### config.mk
export PLATFORM = sky130hd
export DESIGN_NAME = input_event_gen
export DESIGN_NICKNAME = d
export VERILOG_FILES = /design/src/rtl/input_event_pkg.sv /design/src/rtl/hold_timer.sv /design/src/rtl/input_event_gen.sv
export SDC_FILE = /design/constraint.sdc
export NUM_CORES = 1
export LEC_CHECK = 0
export ABC_AREA = 1
export CORE_ASPECT_RATIO = 1.2
export CORE_UTILIZATION = 50
export DETAILED_ROUTE_END_ITERATION = 8
export PLACE_DENSITY = 0.74
export REMOVE_ABC_BUFFERS = 1
export SLEW_MARGIN = 20
export SYNTH_ARGS = -nofsm -noshare
export SYNTH_HDL_FRONTEND = slang
export SYNTH_SLANG_ARGS = --single-unit
### constraint.sdc
create_clock -name i_Clk -period 4.69 [get_ports i_Clk]
set_input_delay 0.7035 -clock i_Clk [delete_from_list [all_inputs] [get_ports i_Clk]]
set_output_delay 0.7035 -clock i_Clk [all_outputs]
set_load 0.01 [all_outputs]
### src/rtl/input_event_pkg.sv
// Shared types and constants for the input event generator.
//   state_e        : FSM state encoding
//   DIR_*          : bit index of each direction in the switch / pulse vectors
//   DEF_*          : default timing constants at 25 MHz
//   cnt_width()    : counter width able to hold (max_val - 1)
package input_event_pkg;

  typedef enum logic [2:0] {
    ST_IDLE       = 3'd0,
    ST_HELD       = 3'd1,
    ST_REPEAT     = 3'd2,
    ST_COMBO_WAIT = 3'd3,
    ST_COMBO_DONE = 3'd4,
    ST_LOCKOUT    = 3'd5
  } state_e;

  localparam int unsigned NUM_DIR   = 4;
  localparam int unsigned DIR_UP    = 0;
  localparam int unsigned DIR_DOWN  = 1;
  localparam int unsigned DIR_LEFT  = 2;
  localparam int unsigned DIR_RIGHT = 3;

  localparam logic [NUM_DIR-1:0] SW_NONE = '0;
  localparam logic [NUM_DIR-1:0] SW_ALL  = '1;

  localparam int unsigned DEF_REPEAT_DELAY  = 12500000;
  localparam int unsigned DEF_REPEAT_PERIOD = 5000000;
  localparam int unsigned DEF_COMBO_HOLD    = 25000000;

  function automatic int unsigned max3(input int unsigned a,
                                       input int unsigned b,
                                       input int unsigned c);
    int unsigned m;
    m = (a > b) ? a : b;
    return (m > c) ? m : c;
  endfunction

  function automatic int unsigned cnt_width(input int unsigned max_val);
    return (max_val < 2) ? 1 : $clog2(max_val);
  endfunction

endpackage

### src/rtl/hold_timer.sv
// Shared hold/repeat timer: counter with synchronous clear, enable and a
// terminal-count compare against a per-state terminal value.
//   clk_i, rst_i : clock, asynchronous active-high reset
//   clr_i        : synchronous clear (wins over en_i)
//   en_i         : count enable
//   term_i       : terminal count for the current state
//   done_c_o     : combinational, high while count == term_i
module hold_timer #(
  parameter int unsigned CNT_W = 4
) (
  input  logic             clk_i,
  input  logic             rst_i,
  input  logic             clr_i,
  input  logic             en_i,
  input  logic [CNT_W-1:0] term_i,
  output logic             done_c_o
);

  logic [CNT_W-1:0] cnt_q;

  // Counter register
  always_ff @(posedge clk_i or posedge rst_i) begin
    if (rst_i) begin
      cnt_q <= '0;
    end else if (clr_i) begin
      cnt_q <= '0;
    end else if (en_i) begin
      cnt_q <= cnt_q + CNT_W'(1);
    end
  end

  assign done_c_o = (cnt_q == term_i);

endmodule

### src/rtl/input_event_gen.sv
// Turns the four debounced direction switches into one-cycle move pulses and
// a qualified four-switch start/pause pulse.
//   i_Clk, i_Rst           : clock, asynchronous active-high reset
//   i_Switch_1..4          : debounced Up/Down/Left/Right, high = pressed
//   o_Up/Down/Left/Right_Pulse : one-cycle move requests
//   o_Combo_Pulse          : one-cycle start/pause request
//   o_Busy                 : high whenever the FSM is not idle
// Build option: define INPUT_AUTO_REPEAT_EN to enable hold-to-repeat; without
// it every press yields exactly one move pulse.
module input_event_gen
  import input_event_pkg::*;
#(
  parameter int unsigned REPEAT_DELAY  = DEF_REPEAT_DELAY,
  parameter int unsigned REPEAT_PERIOD = DEF_REPEAT_PERIOD,
  parameter int unsigned COMBO_HOLD    = DEF_COMBO_HOLD
) (
  input  logic i_Clk,
  input  logic i_Rst,
  input  logic i_Switch_1,
  input  logic i_Switch_2,
  input  logic i_Switch_3,
  input  logic i_Switch_4,
  output logic o_Up_Pulse,
  output logic o_Down_Pulse,
  output logic o_Left_Pulse,
  output logic o_Right_Pulse,
  output logic o_Combo_Pulse,
  output logic o_Busy
);

  localparam int unsigned CNT_W =
    cnt_width(max3(REPEAT_DELAY, REPEAT_PERIOD, COMBO_HOLD));

  state_e             state_q;
  logic [NUM_DIR-1:0] sw_q;
  logic               sw_vld_q;
  logic [NUM_DIR-1:0] lat_q;
  logic [NUM_DIR-1:0] pulse_q;
  logic               combo_q;
  logic               busy_q;

  logic               run_c;
  logic [CNT_W-1:0]   term_c;
  logic               tmr_en_c;
  logic               tmr_clr_c;
  logic               tmr_done_c;

  // Timer runs only while a timed state keeps its qualifying input
  always_comb begin
    run_c  = 1'b0;
    term_c = '0;
    case (state_q)
`ifdef INPUT_AUTO_REPEAT_EN
      ST_HELD: begin
        run_c  = (sw_q == lat_q);
        term_c = CNT_W'(REPEAT_DELAY - 1);
      end
      ST_REPEAT: begin
        run_c  = (sw_q == lat_q);
        term_c = CNT_W'(REPEAT_PERIOD - 1);
      end
`endif
      ST_COMBO_WAIT: begin
        run_c  = (sw_q == SW_ALL);
        term_c = CNT_W'(COMBO_HOLD - 1);
      end
      default: ;
    endcase
  end

  // Clearing whenever not counting also zeroes the count on every state entry
  assign tmr_en_c  = run_c & ~tmr_done_c;
  assign tmr_clr_c = ~tmr_en_c;

  hold_timer #(
    .CNT_W (CNT_W)
  ) u_hold_timer (
    .clk_i    (i_Clk),
    .rst_i    (i_Rst),
    .clr_i    (tmr_clr_c),
    .en_i     (tmr_en_c),
    .term_i   (term_c),
    .done_c_o (tmr_done_c)
  );

  // Input register and event FSM with registered outputs.
  // sw_vld_q masks the reset value of sw_q, which is not a real sample; without
  // it a switch held through reset would look released for one cycle.
  always_ff @(posedge i_Clk or posedge i_Rst) begin
    if (i_Rst) begin
      state_q  <= ST_LOCKOUT;
      sw_q     <= '0;
      sw_vld_q <= 1'b0;
      lat_q    <= '0;
      pulse_q  <= '0;
      combo_q  <= 1'b0;
      busy_q   <= 1'b1;
    end else begin
      sw_q     <= {i_Switch_4, i_Switch_3, i_Switch_2, i_Switch_1};
      sw_vld_q <= 1'b1;
      pulse_q  <= '0;
      combo_q  <= 1'b0;
      busy_q   <= 1'b1;
      unique case (state_q)
        ST_IDLE: begin
          if (sw_q == SW_NONE) begin
            busy_q <= 1'b0;
          end else if ($onehot(sw_q)) begin
            pulse_q <= sw_q;
            lat_q   <= sw_q;
            state_q <= ST_HELD;
          end else if (sw_q == SW_ALL) begin
            state_q <= ST_COMBO_WAIT;
          end else begin
            state_q <= ST_LOCKOUT;
          end
        end
`ifdef INPUT_AUTO_REPEAT_EN
        ST_HELD, ST_REPEAT: begin
`else
        ST_HELD: begin
`endif
          if (sw_q == SW_NONE) begin
            state_q <= ST_IDLE;
            busy_q  <= 1'b0;
          end else if (sw_q == SW_ALL) begin
            state_q <= ST_COMBO_WAIT;
          end else if (sw_q != lat_q) begin
            state_q <= ST_LOCKOUT;
`ifdef INPUT_AUTO_REPEAT_EN
          end else if (tmr_done_c) begin
            pulse_q <= lat_q;
            state_q <= ST_REPEAT;
`endif
          end
        end
        ST_COMBO_WAIT: begin
          if (sw_q == SW_NONE) begin
            state_q <= ST_IDLE;
            busy_q  <= 1'b0;
          end else if (sw_q != SW_ALL) begin
            state_q <= ST_LOCKOUT;
          end else if (tmr_done_c) begin
            combo_q <= 1'b1;
            state_q <= ST_COMBO_DONE;
          end
        end
        ST_COMBO_DONE: begin
          if (sw_q == SW_NONE) begin
            state_q <= ST_IDLE;
            busy_q  <= 1'b0;
          end
        end
        ST_LOCKOUT: begin
          if (sw_vld_q && (sw_q == SW_NONE)) begin
            state_q <= ST_IDLE;
            busy_q  <= 1'b0;
          end else if (sw_vld_q && (sw_q == SW_ALL)) begin
            state_q <= ST_COMBO_WAIT;
          end
        end
        default: begin
          state_q <= ST_LOCKOUT;
        end
      endcase
    end
  end

  assign o_Up_Pulse    = pulse_q[DIR_UP];
  assign o_Down_Pulse  = pulse_q[DIR_DOWN];
  assign o_Left_Pulse  = pulse_q[DIR_LEFT];
  assign o_Right_Pulse = pulse_q[DIR_RIGHT];
  assign o_Combo_Pulse = combo_q;
  assign o_Busy        = busy_q;

endmodule

==> results.json <==
{
  "outcome": "complete, no violations",
  "crit_path_end_kind": "flop",
  "post-route-period-util_pct": 53.1,
  "synth_top_area_cell": "dfrtp_1",
  "p_per_area_nw_per_um2": 345,
  "drt-total-wl_um": 4600,
  "internal_power_w": 0.000615,
  "worst-path-stages": 8,
  "critPathRequiredTime_ns": 4.88,
  "die_w_um": 65.0,
  "num_vias": 1947,
  "core_area_um2": 4590,
  "portBuffers": 11,
  "rsz0062_at_grt": "no",
  "final_nets": 340,
  "cp_max_fo": 12,
  "grt_max_degree": 44,
  "start_kind": "flop",
  "die_area_um2": 5050,
  "post-route-min-period_ns": 2.49,
  "clock_latency_ns": 0.29,
  "placedCellCount": 379,
  "synthDistinctLibCells": 33,
  "syn_area_per_cell_um2": 7.62,
  "gp_congestion": 0.884,
  "cp_slowest_cell": "fa_1",
  "post_cts_buffers": 0,
  "n_fill_cell": 446,
  "r2r_cells": 8,
  "numCtsBuffers": 5,
  "num_antenna_cells": 0,
  "cp_top_family": "adder cells",
  "crit_buf_inv": 2,
  "cts_tree": "built",
  "hold_viol": 0,
  "detail_route.wl_per_cell_um": 11.9,
  "drive_above_1_share_pct": 6.08,
  "timing.hold.ws_ns": 0.495,
  "h-tree-depth": 2,
  "cts.clk_slew.worst_paths_ns": 0.07,
  "netlist_instances": 313,
  "ys_seq_area_share_pct": 45.3,
  "root_buffer": "clkbuf_8",
  "critPathKind": "reg -> reg",
  "synthFlopType": "dfrtp_1",
  "setup_viol_count_final": 0,
  "slew_headroom_pct": 55.5,
  "power_leakage_nw": 1.17,
  "ctsResizeCount": 0,
  "crit_chain": "inv_1 -> fa_1 -> inv_1 -> ha_1 -> ha_1 -> nor2_1 -> nand4_1 -> o21ai_0",
  "tightest_slew_ns": 0.666,
  "p_clk_share_pct": 24.8,
  "dr.pass1.iters": 4,
  "synth_edf_count": 0,
  "ys_ff_latch": 43,
  "holdPathStages": 2,
  "syn_area_um2": 2380,
  "clock.fmax_ghz": 0.402,
  "hp-class": "reg -> reg",
  "slew_viol_final": 0,
  "fin_tns_setup_ns": 0,
  "overflow": 0,
  "ir_worst_vdd_mv": 0.273,
  "ant_nets": 0,
  "dpl.hpwl_um": 3440,
  "fp.dieH_um": 77.6,
  "post_drt_via_cell_ratio": 5.03,
  "synthTopCellsByArea": "dfrtp_1, nand2_1, nor2_1",
  "crit_arrival_ns": 2.68,
  "synth_top_area_share_pct": 42.0,
  "fin_cells": 387,
  "drt_iter0_markers": 170,
  "rows": 27,
  "syn2layout_area_growth_pct": 10.4,
  "power_frac_comb_pct": 25.3,
  "pwr-share-seq_pct": 49.9,
  "cap_viol_max_count": 0,
  "cts_buffer_depth": 2,
  "yosys_warnings": 0,
  "swShare_pct": 32.2,
  "async_flop_share_pct": 100,
  "antenna_found_initial": 0,
  "drc": 0,
  "power_switching_w": 0.000292,
  "initial_core_util_pct": 51.9,
  "cts_hold_buf": 0,
  "grt_usage_pct": 20.9,
  "grt_pass1_vias": 1854,
  "clock-sinks": 43,
  "fin_worst_skew_ns": 0.00553,
  "grt_pass1_wl_um": 8110,
  "cp_slowest_stage_delay_ns": 0.53,
  "pin_count": 12
}
path summary, 6_finish.rpt:
| check | from | endpoint | slack, ns |
|---|---|---|---|
| min reg2reg | state_q[0]$_DFFE_PP1P_ | state_q[0]$_DFFE_PP1P_ | 0.50 |
| max reg2reg | sw_q[0]$_DFF_PP0_ | lat_q[3]$_DFFE_PP0P_ | 2.20 |
| max | sw_q[0]$_DFF_PP0_ | lat_q[3]$_DFFE_PP0P_ | 2.20 |
| max in group asynchronous | i_Rst | o_Busy$_DFF_PP1_ | 3.48 |
| min in group asynchronous | i_Rst | u_hold_timer.cnt_q[7]$_DFF_PP0_ | 0.84 |
| min | state_q[0]$_DFFE_PP1P_ | state_q[0]$_DFFE_PP1P_ | 0.50 |
flip-flops by register name, summed over array words and instances (netlist names):
signal,count
u_hold_timer.cnt_q,25
lat_q,4
pulse_q,4
sw_q,4
state_q,3
o_Busy,1
o_Combo_Pulse,1
sw_vld_q,1
tightest hold or removal path, stage by stage (launching register included):
cell and delay [ns]:
dfstp_2 0.39, nand2_1 0.06, nand2_1 0.05
cells by family after synthesis:
group	after synthesis	share of synthesized area, %
buf+inv	48	8.24
fa+ha+maj	6	3.46
flops	43	45.3
xor+xnor	15	5.51
other cells	1	0.157
simple gates	181	32.7
compound gates	19	4.62
layer usage:
metal	up-vias	share of wire, %	global-route usage [%]
li1	1011	-	-
met1	877	45	25.7
met2	44	48	33.9
met4	0	2.9	10.2
met3	15	3.3	5.00
met5	-	0	0
layout by cell type, fill, tap and decap left out, types with 3 or more instances in the layout:
cell             instances
nand2_1                 66
nor2_1                  65
inv_1                   41
dfrtp_1                 40
nand3_1                 18
nor3_1                  14
xor2_1                  14
clkdlybuf4s50_1         11
o21ai_0                  9
nand4_1                  8
ha_1                     5
clkbuf_8                 5
a21oi_1                  4
nor2_2                   3
dfstp_2                  3
synthesized netlist by cell type (2+ instances only):
| cell | instances |
|---|---|
| a21oi_1 | 4 |
| buf_6 | 2 |
| dfrtp_1 | 40 |
| dfstp_2 | 3 |
| ha_1 | 5 |
| inv_1 | 42 |
| inv_2 | 2 |
| nand2_1 | 66 |
| nand3_1 | 18 |
| nand4_1 | 8 |
| nor2_1 | 65 |
| nor2_2 | 3 |
| nor3_1 | 14 |
| o21ai_0 | 9 |
| xor2_1 | 14 |
stage by stage:
stage | total power [W] | area (µm²) | setup WS [ns] | util [%]
global placement | 0.000681 | 2540 | 2.32 | 55.3
finish | 0.000907 | 2630 | 2.20 | 57.3
detailed placement | 0.000687 | 2540 | 2.22 | 55.3
global route | 0.000973 | 2630 | 1.99 | 57.3
floorplan | 0.000625 | 2350 | 2.52 | -
CTS | 0.000914 | 2620 | 2.20 | 57.1
power groups by stage:
| stage | logic, W | registers [W] | clock network [W] |
|---|---|---|---|
| detailed placement | 0.000227 | 0.000461 | 0 |
| CTS | 0.000227 | 0.000454 | 0.000233 |
| global route | 0.000263 | 0.000459 | 0.000250 |
| finish | 0.000229 | 0.000453 | 0.000225 |
| floorplan | 0.000168 | 0.000457 | 0 |
| global placement | 0.000222 | 0.000460 | 0 |
cell type report:
class                      instances  area, µm²  area share (%)
multi-input combinational        222       1110            42.4
sequential                        43       1080            41.0
inverter                          44        165            6.28
tap                               58       72.6            2.76
timing repair buffer              12        118            4.47
clock buffer                       7       76.3            2.90
clock inverter                     1       5.00           0.190
(Power assumes the default switching activity.)
